===== config.mk =====
export PLATFORM = sky130hd
export DESIGN_NAME = pipe_adder
export DESIGN_NICKNAME = d
export VERILOG_FILES = /design/src/rtl/pipe_adder.sv
export SDC_FILE = /design/constraint.sdc
export NUM_CORES = 1
export LEC_CHECK = 0
export BUFFER_PORTS_ARGS = -buffer_cell sky130_fd_sc_hd__buf_2
export CORE_MARGIN = 5
export CORE_UTILIZATION = 47
export DETAILED_ROUTE_END_ITERATION = 12
export GPL_TIMING_DRIVEN = 0
export PLACE_DENSITY = 0.77
export SYNTH_ARGS = -nofsm -noshare
export SYNTH_HDL_FRONTEND = slang
export SYNTH_SLANG_ARGS = --single-unit

===== constraint.sdc =====
create_clock -name clk -period 1.8 [get_ports clk]
set_input_delay 0.18 -clock clk [delete_from_list [all_inputs] [get_ports clk]]
set_output_delay 0.18 -clock clk [all_outputs]
set_load 0.02 [all_outputs]

===== src/rtl/pipe_adder.sv =====
// Two-stage valid/ready adder pipeline: S1 holds operands, S2 holds the result.
// Define PIPE_ADDER_SUB_EN to add the in_sub port (1 = subtract, 0 = add).
// Ports: clk, rst_n (async, active-low), in_valid/in_ready/in_a/in_b [in_sub],
//        out_valid/out_ready/out (A_W+1 bits), txn_cnt (16-bit consumed count).
module pipe_adder #(
  parameter int A_W = 7
) (
  input  logic           clk,
  input  logic           rst_n,
  input  logic           in_valid,
  output logic           in_ready,
`ifdef PIPE_ADDER_SUB_EN
  input  logic           in_sub,
`endif
  input  logic [A_W-1:0] in_a,
  input  logic [A_W-1:0] in_b,
  output logic           out_valid,
  input  logic           out_ready,
  output logic [A_W:0]   out,
  output logic [15:0]    txn_cnt
);

  logic           s1_vld_q, s1_vld_d;
  logic [A_W-1:0] s1_a_q, s1_a_d;
  logic [A_W-1:0] s1_b_q, s1_b_d;
`ifdef PIPE_ADDER_SUB_EN
  logic           s1_sub_q, s1_sub_d;
`endif
  logic           s2_vld_q, s2_vld_d;
  logic [A_W:0]   out_q, out_d;
  logic [15:0]    cnt_q, cnt_d;

  logic           s1_load;
  logic           s2_load;
  logic [A_W:0]   res;

  always_comb begin
    s2_load = !s2_vld_q || out_ready;
    s1_load = !s1_vld_q || s2_load;

`ifdef PIPE_ADDER_SUB_EN
    // Subtraction wraps modulo 2^(A_W+1).
    res = s1_sub_q ? ({1'b0, s1_a_q} - {1'b0, s1_b_q})
                   : ({1'b0, s1_a_q} + {1'b0, s1_b_q});
`else
    res = {1'b0, s1_a_q} + {1'b0, s1_b_q};
`endif

    s1_vld_d = s1_vld_q;
    s1_a_d   = s1_a_q;
    s1_b_d   = s1_b_q;
`ifdef PIPE_ADDER_SUB_EN
    s1_sub_d = s1_sub_q;
`endif
    s2_vld_d = s2_vld_q;
    out_d    = out_q;

    if (s1_load) begin
      s1_vld_d = in_valid;
      if (in_valid) begin
        s1_a_d   = in_a;
        s1_b_d   = in_b;
`ifdef PIPE_ADDER_SUB_EN
        s1_sub_d = in_sub;
`endif
      end
    end

    // out keeps its last value when S2 drains without new data.
    if (s2_load) begin
      s2_vld_d = s1_vld_q;
      if (s1_vld_q) out_d = res;
    end

    cnt_d = cnt_q + {15'd0, s2_vld_q && out_ready};
  end

  always_ff @(posedge clk or negedge rst_n) begin
    if (!rst_n) begin
      s1_vld_q <= 1'b0;
      s1_a_q   <= '0;
      s1_b_q   <= '0;
`ifdef PIPE_ADDER_SUB_EN
      s1_sub_q <= 1'b0;
`endif
      s2_vld_q <= 1'b0;
      out_q    <= '0;
      cnt_q    <= '0;
    end else begin
      s1_vld_q <= s1_vld_d;
      s1_a_q   <= s1_a_d;
      s1_b_q   <= s1_b_d;
`ifdef PIPE_ADDER_SUB_EN
      s1_sub_q <= s1_sub_d;
`endif
      s2_vld_q <= s2_vld_d;
      out_q    <= out_d;
      cnt_q    <= cnt_d;
    end
  end

  assign in_ready  = s1_load;
  assign out_valid = s2_vld_q;
  assign out       = out_q;
  assign txn_cnt   = cnt_q;

endmodule

==> impl_results.md <==
* P_leak at ~1.1 nW
* Mapped Avg Cell Area at 12.12 um2
* DRT iter0 DRCs at 21
* Clk_skew at 0.01049 ns
* Routed WL per cell at ~13 um
* RR Endpoint: out[6]
* MaxCap Viol Count at 0
* R2R Setup Slk at 0.04 ns
* Final-report max-slew violation count at 0
* Fillcell total at 352
* TritonCTS clock tree: done
* Synth Warn # at 0
* Pwr per Cell Area at 1218 nW/um2
* Yosys cell types at 35
* Critical Path Sink Type: flip-flop
* Tmin final at 1.765 ns
* Syn Nets at between 150 and 200
* Starting Density at 0.4770
* Seq cells post-synth at 40
* Max transition margin at 0.4268
* First drt pass iteration count at 4
* Die area at between 5000 and 6000 um2
* Fin area at 2278 um2
* Post-Layout Cell Count at roughly 260
* Overflow after GRT at 0
* Fin crit share at 0.9803
* Sequential fraction of the synthesis area at 0.5362
* Root buffer cell: clkbuf_8
* Die W at 73.02 um
* Layout cells sized above 1 at 0.3684
* # IOs at 44
* Final setup fails at 0
* Commonest non-fill, non-tap cell in the layout: buf_2
* Fin. Hold Viols at 0
* Fmax at 566.7 MHz
* DRC Markers at 0
* WP data arrival at 1.99 ns
* Clk_lat worst skew at 0.29 ns
* Post-Syn Instances at 154
* Reg area at about 1000 um2
* Critical path peak fanout at 2
* Total Power at 2.775 mW
* Final ANT Viol Nets at 0
* Multi-input logic area at 842.1 um2
* # diodes at 0
* Clock tree buffer depth at 2
* Worst Path Required at roughly 2.0 ns
* FF-to-FF Start: s1_b_q[0]
* CTS Hold Buffers Added at 0
* CTS buffer count at 5
* Global-route wire length before repair at around 5900 um
* H-tree Lvls at 2
* Area Growth Syn to Fin at 22.05%
* Core ar. at 3914 um2
* Number of port buffers at 43
* Worst-Margin Slew at 0.8598 ns
* Vias per cell at 5.062
* Vias in the first global route at 1324
* Reg2reg path depth at 7
* RePlAce Congestion at 0.7994
* Final WL at 3393 um
* Worst-path clk slew at ~0.08 ns
* Post-Syn Area at between 1500 and 2000 um2
* Largest net degree at the start of global routing at 41
* Hold_ws at around 0.00045 ns
* Peak supply drop at approximately 540 uV
* Via Count at 1311
* Hold WC Path Type: in -> async
* Hpwl dp at 2582 um
* Total track usage at 0.1419
* Final net count at 236
* Crit path from: s1_b_q[0]
* Startpoint types: flip-flop
* Placed Cells at 247
* Site Rows at 23
* Outcome: finished, final reports clean
* CP Class: reg -> reg
* Area post-placement at 2145 um2
* Die height at about 73 um
* Commonest cells after routing, fill and taps aside: buf_2, dfrtp_1, mux2_2, nand2_1, xnor2_1
* Antenna violations before repair at 0
* Setup TNS Final at 0 ns
* Clock Sinks at 40
==> report_power, final <==
| group | internal (mW) | total (mW) | switching (mW) |
|---|---|---|---|
| sequential | 1.10 | 1.25 | 0.153 |
| clock | 0.311 | 0.612 | 0.301 |
| combinational | 0.401 | 0.915 | 0.513 |
==> worst max-delay path, cell delays in order (launching register included) <==
cell	delay (ns)
dfrtp_1	0.39
ha_2	0.21
inv_2	0.06
fa_2	0.21
nor2b_4	0.05
o31a_1	0.29
or4_1	0.40
nand3_1	0.09
==> state kept, by name, summed over array words and instances, names as in the netlist <==
name	flops
out	8
s1_b_q	7
txn_cnt	16
s1_vld_q	1
s1_a_q	7
out_valid	1
==> repair_timing <==
action | in CTS | in global routing
pin swaps | 5 | 1
setup endpoints to repair | 1 | 3
resized for setup | 3 | 1
hold endpoints to repair | 0 | 0
buffers inserted | 3 | 1
==> cell type report <==
cell class,instances,share of cell area
timing repair buffer,47,0.1076
tap,50,0.02746
inverter,6,0.009885
clock buffer,7,0.03789
sequential,40,0.4393
clock inverter,1,0.003295
buffer,2,0.004942
multi-input combinational,106,0.3696
==> cells in the mapped netlist, drive strengths merged <==
| cell type | n | area share |
|---|---|---|
| dfrtp | 40 | 0.54 |
| mux2 | 15 | 0.090 |
| nand2 | 11 | 0.022 |
| xnor2 | 10 | 0.047 |
| ha | 9 | 0.060 |
| nand3 | 8 | 0.021 |
| o21ai | 7 | 0.019 |
| inv | 6 | 0.012 |
| xor2 | 6 | 0.028 |
| nor2 | 5 | 0.010 |
| nand4 | 4 | 0.013 |
| a211oi | 3 | 0.012 |
| nand2b | 3 | 0.010 |
| a21o | 2 | 0.0080 |
| and3 | 2 | 0.0067 |
| and4 | 2 | 0.0094 |
| nor2b | 2 | 0.012 |
| nor3 | 2 | 0.0054 |
| o31a | 2 | 0.0094 |
| a21oi | 1 | 0.0027 |
| and2 | 1 | 0.0034 |
| buf | 1 | 0.0040 |
| clkbuf | 1 | 0.0020 |
| fa | 1 | 0.011 |
| o2111ai | 1 | 0.0047 |
| o211a | 1 | 0.0054 |
| o21a | 1 | 0.0040 |
| o21bai | 1 | 0.0040 |
| o22a | 1 | 0.0047 |
| o311a | 1 | 0.0054 |
| o31ai | 1 | 0.0040 |
| or2b | 1 | 0.0047 |
| or3 | 1 | 0.0034 |
| or4 | 1 | 0.0040 |
==> per-stage QoR <==
| step | worst slack, ns | utilization |
|---|---|---|
| after global routing | -0.002824 | 0.5822 |
| after floorplan | 0.03133 | - |
| after global placement | -0.06829 | 0.5480 |
| after detailed placement | -0.08809 | 0.5480 |
| final | 0.03542 | 0.5822 |
| after CTS | 0.02998 | 0.5790 |
==> logic make-up after synthesis <==
kind of cell | Yosys count | synth area share
and+or+nand+nor | 43 | 0.1260
DFF | 40 | 0.5362
AOI/OAI and AO/OA | 22 | 0.08311
xor gates and xnor gates | 16 | 0.07506
muxes | 15 | 0.09048
adders and majority gates | 10 | 0.07105
buffers and inverters | 8 | 0.01810
==> layer usage <==
metal / track usage / up-vias / part of all wire
met4: 0.04918 / 0 / 0.015
met3: 0.04683 / 5 / 0.072
met5: 0 / - / 0
met2: 0.2463 / 35 / 0.47
li1: - / 652 / -
met1: 0.1624 / 619 / 0.45
==> worst max path at each step <==
stage                         to  cells after the start
final                     out[6]                      7
after global routing      out[6]                      7
after CTS                 out[6]                      7
after detailed placement  out[6]                      7
after global placement    out[6]                      7
after floorplan           out[6]                      7
(Power assumes the default switching activity.)
